`src/rtl/temp_argmax_if.sv`:
```
// temp_argmax_if: bundles the buffer read port, the start/busy/done handshake
// and the classification result of temp_argmax.
//   master : the argmax engine (drives reads, handshake status and result)
//   slave  : the environment (buffer + requester)
interface temp_argmax_if #(
  parameter int ADDR_WIDTH = 7,
  parameter int DATA_WIDTH = 8
) ();

  logic                  start_i;
  logic                  wr_busy_i;
  logic                  rd_temp_en_o;
  logic [ADDR_WIDTH-1:0] temp_rd_addr_o;
  logic [DATA_WIDTH-1:0] data_in;
  logic                  clear_o;
  logic                  busy_o;
  logic                  done_o;
  logic [ADDR_WIDTH-1:0] class_o;
  logic [DATA_WIDTH-1:0] max_val_o;

  modport master (
    input  start_i, wr_busy_i, data_in,
    output rd_temp_en_o, temp_rd_addr_o, clear_o, busy_o, done_o, class_o, max_val_o
  );

  modport slave (
    output start_i, wr_busy_i, data_in,
    input  rd_temp_en_o, temp_rd_addr_o, clear_o, busy_o, done_o, class_o, max_val_o
  );

endinterface

```
`src/rtl/temp_argmax.sv`:
```
// temp_argmax: scans NUM_CLASS signed scores from the temporary result buffer
// and reports the index (lowest on ties) and value of the largest one.
// Optional macro TEMP_ARGMAX_CLEAR_EN adds a CLEAR state that pulses clear_o
// once the result is out, waiting for any buffer write to finish first.
// MAC_CNT must be at least 2 so the address has a non-zero width.
module temp_argmax #(
  parameter int MAC_CNT    = 128,
  parameter int DATA_WIDTH = 8,
  parameter int ADDR_WIDTH = $clog2(MAC_CNT),
  parameter int NUM_CLASS  = 10
) (
  input  logic          clk_i,
  input  logic          rstn_i,
  temp_argmax_if.master bus
);

  localparam logic [ADDR_WIDTH-1:0] LAST = ADDR_WIDTH'(NUM_CLASS - 1);

  typedef enum logic [2:0] {
    IDLE,
    READ,
    DRAIN,
    DONE
`ifdef TEMP_ARGMAX_CLEAR_EN
    , CLEAR
`endif
  } state_t;

  state_t                state_q, state_d;
  logic [ADDR_WIDTH-1:0] cnt_q;
  logic                  rd_vld_q;
  logic [ADDR_WIDTH-1:0] idx_q;
  logic                  first_q;
  logic [DATA_WIDTH-1:0] max_q;
  logic [ADDR_WIDTH-1:0] cls_q;
  logic [DATA_WIDTH-1:0] max_out_q;
  logic [ADDR_WIDTH-1:0] class_out_q;

  logic rd_en;
  logic busy;
  logic done;
  logic clear;
  logic take;

  // State register.
  // NOTE: sequential state uses non-blocking (<=) so every flop samples the
  // pre-edge value of every other flop, independent of statement order.
  always_ff @(posedge clk_i) begin
    if (!rstn_i) state_q <= IDLE;
    else         state_q <= state_d;
  end

  // Next-state and handshake outputs.
  // NOTE: every signal assigned here gets a default first; a path that left
  // one unassigned would infer a latch.
  always_comb begin
    state_d = state_q;
    rd_en   = 1'b0;
    busy    = 1'b1;
    done    = 1'b0;
    clear   = 1'b0;
    unique case (state_q)
      IDLE: begin
        busy = 1'b0;
        if (bus.start_i) state_d = READ;
      end
      READ: begin
        // A read issued during a buffer write would be dropped, so hold off.
        rd_en = !bus.wr_busy_i;
        if (rd_en && cnt_q == LAST) state_d = DRAIN;
      end
      DRAIN: begin
        if (rd_vld_q && idx_q == LAST) state_d = DONE;
      end
      DONE: begin
        done = 1'b1;
`ifdef TEMP_ARGMAX_CLEAR_EN
        state_d = CLEAR;
`else
        state_d = IDLE;
`endif
      end
`ifdef TEMP_ARGMAX_CLEAR_EN
      CLEAR: begin
        if (!bus.wr_busy_i) begin
          clear   = 1'b1;
          state_d = IDLE;
        end
      end
`endif
      default: begin
        busy    = 1'b0;
        state_d = IDLE;
      end
    endcase
  end

  // A returned score replaces the running maximum if it is the first one or
  // strictly larger; ties keep the earlier (lower) index.
  always_comb begin
    take = rd_vld_q && (first_q || ($signed(bus.data_in) > $signed(max_q)));
  end

  // Address counter, read-valid pipe, running maximum and held result.
  always_ff @(posedge clk_i) begin
    if (!rstn_i) begin
      cnt_q       <= '0;
      rd_vld_q    <= 1'b0;
      idx_q       <= '0;
      first_q     <= 1'b0;
      max_q       <= '0;
      cls_q       <= '0;
      max_out_q   <= '0;
      class_out_q <= '0;
    end else begin
      rd_vld_q <= rd_en;
      idx_q    <= cnt_q;

      if (take) begin
        max_q   <= bus.data_in;
        cls_q   <= idx_q;
        first_q <= 1'b0;
      end

      if (state_q == IDLE && bus.start_i) begin
        cnt_q   <= '0;
        first_q <= 1'b1;
      end else if (rd_en) begin
        cnt_q <= cnt_q + 1'b1;
      end

      // Publish the result including the final compare, so it is visible
      // during the DONE cycle and held until a later scan finishes.
      if (state_q == DRAIN && state_d == DONE) begin
        max_out_q   <= take ? bus.data_in : max_q;
        class_out_q <= take ? idx_q : cls_q;
      end
    end
  end

  assign bus.rd_temp_en_o   = rd_en;
  assign bus.temp_rd_addr_o = cnt_q;
  assign bus.busy_o         = busy;
  assign bus.done_o         = done;
  assign bus.clear_o        = clear;
  assign bus.class_o        = class_out_q;
  assign bus.max_val_o      = max_out_q;

endmodule

```
`src/flat_wrapper.sv`:
```
// flat-port wrapper written by rule: the top's interface ports become plain ports
module temp_argmax_flat 
#(
  parameter int MAC_CNT    = 128,
  parameter int DATA_WIDTH = 8,
  parameter int ADDR_WIDTH = $clog2(MAC_CNT),
  parameter int NUM_CLASS  = 10
)
  (clk_i, rstn_i, bus_start_i, bus_wr_busy_i, bus_data_in, bus_rd_temp_en_o, bus_temp_rd_addr_o, bus_clear_o, bus_busy_o, bus_done_o, bus_class_o, bus_max_val_o);
  temp_argmax_if #(.ADDR_WIDTH(ADDR_WIDTH), .DATA_WIDTH(DATA_WIDTH)) bus_i ();
  input  logic clk_i;
  input  logic rstn_i;
  input wire logic [$bits(bus_i.start_i)-1:0] bus_start_i;
  input wire logic [$bits(bus_i.wr_busy_i)-1:0] bus_wr_busy_i;
  input wire logic [$bits(bus_i.data_in)-1:0] bus_data_in;
  output wire logic [$bits(bus_i.rd_temp_en_o)-1:0] bus_rd_temp_en_o;
  output wire logic [$bits(bus_i.temp_rd_addr_o)-1:0] bus_temp_rd_addr_o;
  output wire logic [$bits(bus_i.clear_o)-1:0] bus_clear_o;
  output wire logic [$bits(bus_i.busy_o)-1:0] bus_busy_o;
  output wire logic [$bits(bus_i.done_o)-1:0] bus_done_o;
  output wire logic [$bits(bus_i.class_o)-1:0] bus_class_o;
  output wire logic [$bits(bus_i.max_val_o)-1:0] bus_max_val_o;
  assign bus_i.start_i = bus_start_i;
  assign bus_i.wr_busy_i = bus_wr_busy_i;
  assign bus_i.data_in = bus_data_in;
  assign bus_rd_temp_en_o = bus_i.rd_temp_en_o;
  assign bus_temp_rd_addr_o = bus_i.temp_rd_addr_o;
  assign bus_clear_o = bus_i.clear_o;
  assign bus_busy_o = bus_i.busy_o;
  assign bus_done_o = bus_i.done_o;
  assign bus_class_o = bus_i.class_o;
  assign bus_max_val_o = bus_i.max_val_o;
  temp_argmax #(.MAC_CNT(MAC_CNT), .DATA_WIDTH(DATA_WIDTH), .ADDR_WIDTH(ADDR_WIDTH), .NUM_CLASS(NUM_CLASS)) u_core (.clk_i(clk_i), .rstn_i(rstn_i), .bus(bus_i));
endmodule
```
`config.mk`:
```
export PLATFORM = sky130hd
export DESIGN_NAME = temp_argmax_flat
export DESIGN_NICKNAME = d
export VERILOG_FILES = /design/src/rtl/temp_argmax_if.sv /design/src/rtl/temp_argmax.sv /design/src/flat_wrapper.sv
export SDC_FILE = /design/constraint.sdc
export NUM_CORES = 1
export LEC_CHECK = 0
export CAP_MARGIN = 20
export CELL_PAD_IN_SITES_DETAIL_PLACEMENT = 0
export CELL_PAD_IN_SITES_GLOBAL_PLACEMENT = 1
export CORE_MARGIN = 2
export CORE_UTILIZATION = 41
export CTS_BUF_LIST = sky130_fd_sc_hd__clkbuf_2 sky130_fd_sc_hd__clkbuf_4 sky130_fd_sc_hd__clkbuf_8
export DETAILED_ROUTE_END_ITERATION = 10
export PLACE_DENSITY = 0.9
export REMOVE_ABC_BUFFERS = 1
export SLEW_MARGIN = 15
export SYNTH_ARGS = -nofsm -noshare
export SYNTH_HDL_FRONTEND = slang
export SYNTH_SLANG_ARGS = --single-unit
```
`constraint.sdc`:
```
create_clock -name clk_i -period 2.2 [get_ports clk_i]
set_input_delay 0.33 -clock clk_i [delete_from_list [all_inputs] [get_ports clk_i]]
set_output_delay 0.33 -clock clk_i [all_outputs]
set_load 0.005 [all_outputs]
```
=== Word level (Yosys, flattened, before mapping) ===
Index checks and enable logic that the tools add are counted.

* Multiplexer cells: 11
* $lt $le $gt $ge: 1
* $add $sub $neg: 1
* Reduce and logical (&&, ||, !) cells: 11
* Eq/ne operators: 6
* Bitwise gates (word level): 1

{| class="wikitable"
|+ Operator list
! operator !! number
|-
| 7-bit by 4-bit equality test with 1-bit output (second input constant) || 2
|-
| 3-bit by 2-bit equality test with 1-bit output (second input constant) || 3
|-
| 3-bit 2-to-1 mux || 3
|-
| 3-bit one-hot mux with 3 select lines || 1
|-
| 8-bit greater-than comparator || 1
|-
| 8-bit 2-to-1 mux || 1
|-
| 7-bit by 1-bit adder with 7-bit output (second input constant) || 1
|-
| 7-bit 2-to-1 mux || 1
|-
| 1-bit logical AND || 5
|-
| 1-bit 2-to-1 mux || 5
|-
| 3-bit by 1-bit equality test with 1-bit output (second input constant) || 1
|-
| 3-bit logical NOT || 1
|-
| 3-bit OR reduction || 1
|-
| 2-bit nonzero test || 1
|-
| 2-bit OR reduction || 1
|-
| 1-bit logical NOT || 1
|-
| 1-bit logical OR || 1
|-
| 1-bit NOT || 1
|}

* Input bits: 12
* Word-level logic and storage cells: 40
* Bits in registers: 49
* Output and inout port bits: 26

=== Longest topological paths before layout ===
Gate-level depths: netlist (run 1).

* Depth in word-level cells: 6
* Depth in mapped cells: 9
* Mapped depth without buffers: 8

=== Worst setup path after synthesis (run 1) ===
OpenSTA, ideal clock, no wires.

* Kind: in2reg
* From: input bus_data_in[1]
* To: register u_core.max_out_q[2], in the netlist u_core.bus.max_val_o[2]
* Data arrival time: 1.688 ns
* Stages: 8
* Data required time: 2.078 ns
* Path buffers: 1
* Setup slack: 0.390 ns
* Path through: ha_1 nor2b_1 o211ai_1 a21oi_1 o21ai_2 buf_4 mux2i_1 a21oi_1

* Cells in the longest elaborated chain, start to end: 4

{| class="wikitable"
|+ RTL lines
! element !! line !! source
|-
| start, declared || flat_wrapper.sv:15 || <nowiki>input wire logic [$bits(bus_i.data_in)-1:0] bus_data_in;</nowiki>
|-
| 8-bit greater-than comparator || temp_argmax.sv:101 || <nowiki>take = rd_vld_q && (first_q || ($signed(bus.data_in) > $signed(max_q)));</nowiki>
|-
| 1-bit logical OR || temp_argmax.sv:101 ||
|-
| 1-bit logical AND || temp_argmax.sv:101 ||
|-
| 8-bit 2-to-1 mux || -- ||
|-
| end signal, assigned || temp_argmax.sv:135 || <nowiki>max_out_q <= take ? bus.data_in : max_q;</nowiki>
|-
| end, declared || temp_argmax.sv:36 || <nowiki>logic [DATA_WIDTH-1:0] max_out_q;</nowiki>
|}

No other way between the ends.
A chain may end at the register's enable or synchronous reset.

=== Worst setup path in the final report (run 1) ===
* From: input bus_data_in[1]
* To: register u_core.cls_q[4]

* Cells in the longest elaborated chain, start to end: 4

{| class="wikitable"
|+ RTL lines
! element !! line !! source
|-
| 8-bit greater-than comparator || temp_argmax.sv:101 ||
|-
| 1-bit logical OR || temp_argmax.sv:101 ||
|-
| 1-bit logical AND || temp_argmax.sv:101 ||
|-
| 7-bit 2-to-1 mux || -- ||
|-
| end signal, assigned || temp_argmax.sv:121 || <nowiki>cls_q <= idx_q;</nowiki>
|-
| end, declared || temp_argmax.sv:35 || <nowiki>logic [ADDR_WIDTH-1:0] cls_q;</nowiki>
|}

No other way between the ends.

==> flow_summary.json, run 1 <==
{
  "grt_max_degree": 42,
  "fin_skew_ps": 3.91,
  "rsz0062_at_grt": "no",
  "cts_tree": "yes",
  "period_needed_ps": 1980,
  "crit_start": "bus_data_in[1]",
  "grtUsageTotal": 0.147,
  "yosysWarnings": 0,
  "grt_pass1_wl_um": 6300,
  "die-area_um2": 5650,
  "async_reset_ff_frac": 0,
  "p_switching_uw": 328,
  "p_sw_frac": 0.206,
  "ys_seq_area_frac": 0.473,
  "fin_util": 0.544,
  "met3_length_um": 166,
  "r2r_end": "u_core.cls_q[4]",
  "fin_nets": 275,
  "finalSetupViolations": 0,
  "max_stage_delay_ps": 420,
  "cts_made_buffers": 5,
  "routed_wl_um": 3910,
  "cts_root_buf": "clkbuf_8",
  "cp.arrival_ps": 2190,
  "hold_class": "register to register",
  "drc_errors": 0,
  "r2r_slack_ps": 310,
  "post_cts.repair.setup_buffers": 0,
  "core-area_um2": 4820,
  "cp.required_ps": 2400,
  "syn2layout_area_growth_pct": 26.2,
  "cp_slowest_cell": "clkdlybuf4s50_1",
  "outcome": "finished clean",
  "final-max-slew-violation-count": 0,
  "crit_end": "u_core.cls_q[4]",
  "vias": 1564,
  "synth.distinct_cells": 38,
  "port_buffers": 36,
  "intPower_uw": 1270,
  "dr.first_iter.drc_count": 60,
  "comb_power_share": 0.051,
  "power_uw": 1590,
  "crit_chain": "clkdlybuf4s50_1, ha_1, nor2b_1, o211ai_1, a21oi_1, o21ai_2, buf_4, mux2i_1, nor2b_1",
  "drt_first_pass_iters": 4,
  "num_rows": 25,
  "die_x_um": 75.2,
  "max_clock_freq_ghz": 0.504,
  "antenna_found_initial": 0,
  "reg2reg_from": "u_core.max_q[1]",
  "fin_crit_sh": 0.902,
  "crit_type": "primary input to register",
  "start_util": 0.431,
  "reg2reg_depth": 9,
  "hold_buffers": 0,
  "grt_pass1_vias": 1396,
  "ant_nets": 0,
  "diodes": 0,
  "grt_overflow_total": 0,
  "crit_path_end_kind": "register",
  "crit_path_frequent_cell": "nor2b_1",
  "vias_per_cell": 4.89,
  "maxCapViolations": 0,
  "wl_met2_um": 1830,
  "clkPwrFrac": 0.387,
  "gp_congestion": 0.774,
  "pwr-share-seq": 0.562,
  "synth_seq_cells": 49,
  "cts_num_sinks": 49,
  "die_h_um": 75.2,
  "hold_viol_final": 0,
  "drive_above_1_share": 0.0751,
  "power_density_nw_per_um2": 608,
  "synth_edf_count": 0,
  "io_pins": 38,
  "clockBufferDepth": 2,
  "path_clk_slew_ps": 80,
  "insertion_delay_ps": 300,
  "synth-main-ff-cell": "dfxtp_1",
  "synth.avg_cell_area_um2": 9.65,
  "dp_hpwl_um": 2720,
  "vdd_ir_drop_max_uv": 317,
  "startpoint_type": "primary input",
  "highest_layer": "met4",
  "syn_area_um2": 2080,
  "cellLeakagePower_uw": 0.00105,
  "holdWs_ps": 454,
  "wl_per_cell_um": 12.2,
  "wl_met1_um": 1830,
  "cts_max_level": 2,
  "critical_path_peak_fanout": 14,
  "synthCells": 215,
  "cts_resized": 0
}
==> worst max-delay path: cells and delay by family <==
family	cells	cell delay, ps
buffers and inverters	2	660
multiplexers	1	220
AO/OA/AOI/OAI	3	460
adder cells (fa/ha/maj)	1	310
AND/OR/NAND/NOR	2	200
==> sequential cells by signal (all words and copies together), names as in the netlist <==
register / flops
u_core.bus.max_val_o: 8
u_core.bus.class_o: 7
u_core.state_q: 3
u_core.max_q: 8
u_core.bus.temp_rd_addr_o: 7
u_core.rd_vld_q: 1
u_core.cls_q: 7
u_core.idx_q: 7
u_core.first_q: 1
==> power by group through the flow <==
stage               logic (µW)  registers (µW)  clock network, µW
floorplan                 33.4             915                  0
global placement          79.0             917                  0
detailed placement        79.8             917                  0
global route              89.5             898                670
CTS                       81.7             896                636
finish                    81.1             896                616
==> cell usage after synthesis, drive strengths merged, types with 5 or more instances <==
master	instances	area, µm²
nor2b	17	106
nand2	10	37.5
nand3	5	25.0
nand4	5	31.3
buf	9	58.8
nor2	16	65.1
and2	9	56.3
xor2	5	43.8
o21ai	11	58.8
ha	10	125
inv	11	41.3
dfxtp	49	981
a21oi	13	65.1
mux2i	15	150
a21boi	5	37.5
==> through the flow <==
| step | std cells | cell area, µm² | worst slack, ps | setup TNS, ps |
|---|---|---|---|---|
| finish | 320 | 2620 | 215 | 0 |
| global route | 320 | 2620 | 69.5 | 0 |
| floorplan | 203 | 2010 | -29.8 | -239 |
| global placement | 313 | 2510 | -27.3 | -177 |
| CTS | 320 | 2620 | 225 | 0 |
| detailed placement | 313 | 2510 | -64.7 | -711 |
==> cell families (layout without fill, tap and decap cells) <==
kind of cell               count (synthesis)  in the layout  share of synthesized area
adders and majority gates                 10             10                     0.0603
DFF                                       49             49                      0.473
other                                      1              2                    0.00181
buffers and inverters                     24             61                     0.0555
xor gates and xnor gates                   6              6                     0.0253
AOI/OAI and AO/OA                         36             36                      0.104
muxes                                     16             16                     0.0778
and+or+nand+nor                           73             73                      0.203
==> cell type report <==
class | instances | area, µm²
clock inverter | 2 | 35.0
fill | 469 | 2200
sequential | 49 | 981
inverter | 11 | 41.3
clock buffer | 5 | 68.8
tap | 67 | 83.8
multi-input combinational | 143 | 983
timing repair buffer | 43 | 425
==> worst min path at each step <==
stage / from / to / slack (ps) / depth (start not counted)
2_1_floorplan: u_core.cls_q[1] / u_core.bus.class_o[1] / 450 / 2
3_3_place_gp: u_core.bus.class_o[1] / u_core.bus.class_o[1] / 440 / 2
3_5_place_dp: u_core.bus.class_o[1] / u_core.bus.class_o[1] / 450 / 2
4_1_cts: u_core.bus.class_o[1] / u_core.bus.class_o[1] / 460 / 2
5_1_grt: u_core.bus.class_o[5] / u_core.bus.class_o[5] / 470 / 2
6_report: u_core.bus.class_o[1] / u_core.bus.class_o[1] / 450 / 2
==> per-layer routing <==
layer / track usage / vias up
met5: 0 / -
met1: 0.193 / 725
li1: - / 800
met4: 0.0604 / 0
met3: 0.0402 / 6
met2: 0.230 / 33
==> layout by cell type, fill, tap and decap left out, types with 3 or more instances in the layout <==
cell,Yosys,final
clkdlybuf4s50_1,0,36
mux2i_1,15,15
a21oi_1,13,13
nand3_1,5,5
xor2_1,5,5
inv_1,11,11
nand4_1,5,5
nand2_1,10,10
a21boi_1,5,5
buf_4,3,6
ha_1,10,10
clkbuf_8,0,5
o21ai_0,6,6
and2_1,9,9
o21ai_1,4,4
dfxtp_1,49,49
nor4b_1,3,3
nor2b_1,17,17
nor2_1,14,14
(Power assumes the default switching activity.)
==> inputs of run 2 (changes only) <==
--- a/config.mk
+++ b/config.mk
@@ -8,13 +8,14 @@
 export CAP_MARGIN = 20
 export CELL_PAD_IN_SITES_DETAIL_PLACEMENT = 0
 export CELL_PAD_IN_SITES_GLOBAL_PLACEMENT = 1
+export CORE_ASPECT_RATIO = 1.2
 export CORE_MARGIN = 2
 export CORE_UTILIZATION = 41
 export CTS_BUF_LIST = sky130_fd_sc_hd__clkbuf_2 sky130_fd_sc_hd__clkbuf_4 sky130_fd_sc_hd__clkbuf_8
 export DETAILED_ROUTE_END_ITERATION = 10
 export PLACE_DENSITY = 0.9
 export REMOVE_ABC_BUFFERS = 1
-export SLEW_MARGIN = 15
+export SLEW_MARGIN = 30
 export SYNTH_ARGS = -nofsm -noshare
 export SYNTH_HDL_FRONTEND = slang
 export SYNTH_SLANG_ARGS = --single-unit
==> run 2 against run 1 <==
Sequential power barely moved; sequential share of layout area rose by 0.27 points; combinational power fell by 3.7%; setup slack improved by 22 ps; maximum frequency rose by 1.1%; highest routed layer unchanged; largest power group unchanged; critical endpoint is now bus_rd_temp_en_o; power fell by 6.3%; cell count fell by 1.6%.
==> flow_summary.json, run 2 (synthesis gave the netlist of run 1 again) <==
{
  "outcome": "finished clean",
  "die_x_um": 69.0,
  "final-max-slew-violation-count": 0,
  "hold_class": "register to register",
  "syn2layout_area_growth_pct": 25.3,
  "cts_max_level": 2,
  "fin_crit_sh": 0.892,
  "final_cell_mix": "dfxtp_1 (49), clkdlybuf4s50_1 (36), nor2b_1 (17)",
  "finalSetupViolations": 0,
  "drc_errors": 0,
  "post_cts.repair.setup_buffers": 0,
  "comb_power_share": 0.052,
  "vias": 1548,
  "hold_buffers": 0,
  "grt_overflow_total": 0,
  "ff_latch_area_um2": 981,
  "path_clk_slew_ps": 90,
  "power_uw": 1490,
  "r2r_slack_ps": 360,
  "maxCapViolations": 0,
  "fin_skew_ps": 11.1,
  "wl_per_cell_um": 12.0,
  "gp_congestion": 0.737,
  "pre_cts_slack_ps": -87.6,
  "io_pins": 38,
  "startpoint_type": "register",
  "rsz0062_at_grt": "no",
  "intPower_uw": 1170,
  "routed_wl_um": 3770,
  "ant_nets": 0,
  "grt_max_degree": 24,
  "core-area_um2": 4900,
  "cts_resized": 0,
  "die_h_um": 81.9,
  "drive_above_1_share": 0.0824,
  "drt_first_pass_iters": 4,
  "power_density_nw_per_um2": 574,
  "reg2reg_from": "u_core.max_q[1]",
  "crit_start": "u_core.state_q[0]",
  "cp.arrival_ps": 1630,
  "critical_path_peak_fanout": 9,
  "max_clock_freq_ghz": 0.510,
  "clockBufferDepth": 2,
  "vdd_ir_drop_max_uv": 277,
  "reg2reg_depth": 9,
  "cts_tree": "yes",
  "grt_pass1_vias": 1413,
  "p_switching_uw": 327,
  "p_sw_frac": 0.219,
  "fillers": 488,
  "layout_commonest_cell": "dfxtp_1",
  "crit_end": "bus_rd_temp_en_o",
  "setup_slack_ps": 238,
  "cts_made_buffers": 5,
  "fin_nets": 276,
  "insertion_delay_ps": 300,
  "die-area_um2": 5650,
  "port_buffers": 36,
  "cts_num_sinks": 49,
  "vias_per_cell": 4.91,
  "diodes": 0,
  "pwr-share-seq": 0.600,
  "holdWs_ps": 457,
  "antenna_found_initial": 0,
  "crit_type": "register to output pin",
  "multiInputGateArea_um2": 983,
  "grt_pass1_wl_um": 6370,
  "tns_ps": 0,
  "cellLeakagePower_uw": 0.00105,
  "dr.first_iter.drc_count": 52,
  "grtUsageTotal": 0.150,
  "clkPwrFrac": 0.348,
  "cp.required_ps": 1870,
  "cts_root_buf": "clkbuf_8",
  "fin_util": 0.530,
  "crit_path_end_kind": "output pin",
  "start_util": 0.423,
  "r2r_end": "u_core.cls_q[6]",
  "period_needed_ps": 1960,
  "num_rows": 28,
  "dp_hpwl_um": 2720,
  "hold_viol_final": 0
}
-- run 2: cell types whose count changed in the layout (fill, tap and decap cells not counted), sizes merged --
cell,previous run,this run
clkbuf,5,6
clkinv,1,2
buf,7,8
bufinv,1,0
-- run 2: through the flow --
step           instance area, µm²  instances
6_report                     2600        315
2_1_floorplan                2010        203
3_5_place_dp                 2510        307
4_1_cts                      2600        315
5_1_grt                      2600        315
3_3_place_gp                 2510        307
-- run 2: critical path, stage by stage (launching register included) --
cell	delay [ps]
dfxtp_1	500
nor4b_4	280
clkdlybuf4s50_1	540
-- run 2: layout make-up --
type / count / share of cell area
tap: 60 / 0.0289
clock buffer: 6 / 0.0294
timing repair buffer: 44 / 0.167
sequential: 49 / 0.377
inverter: 11 / 0.0159
multi-input combinational: 143 / 0.378
clock inverter: 2 / 0.00385
-- run 2: worst min path at each step --
stage	start	end	cells after the start
floorplan	u_core.cls_q[1]	u_core.bus.class_o[1]	2
CTS	u_core.bus.class_o[6]	u_core.bus.class_o[6]	2
finish	u_core.bus.class_o[6]	u_core.bus.class_o[6]	2
detailed placement	u_core.bus.class_o[6]	u_core.bus.class_o[6]	2
global placement	u_core.bus.class_o[5]	u_core.bus.class_o[5]	2
global route	u_core.bus.class_o[5]	u_core.bus.class_o[5]	2
-- run 2: layer usage --
layer | share of wire | vias up | global-route usage
li1 | - | 804 | -
met1 | 0.45 | 711 | 0.179
met2 | 0.48 | 28 | 0.250
met3 | 0.046 | 5 | 0.0411
met4 | 0.019 | 0 | 0.0647
met5 | 0 | - | 0
-- run 2: power groups by stage --
stage	clock network, µW	registers [µW]	logic, µW
floorplan	0	915	33.4
detailed placement	0	917	79.2
CTS	546	896	79.6
finish	520	896	78.1
global route	574	897	87.1
global placement	0	917	79.3
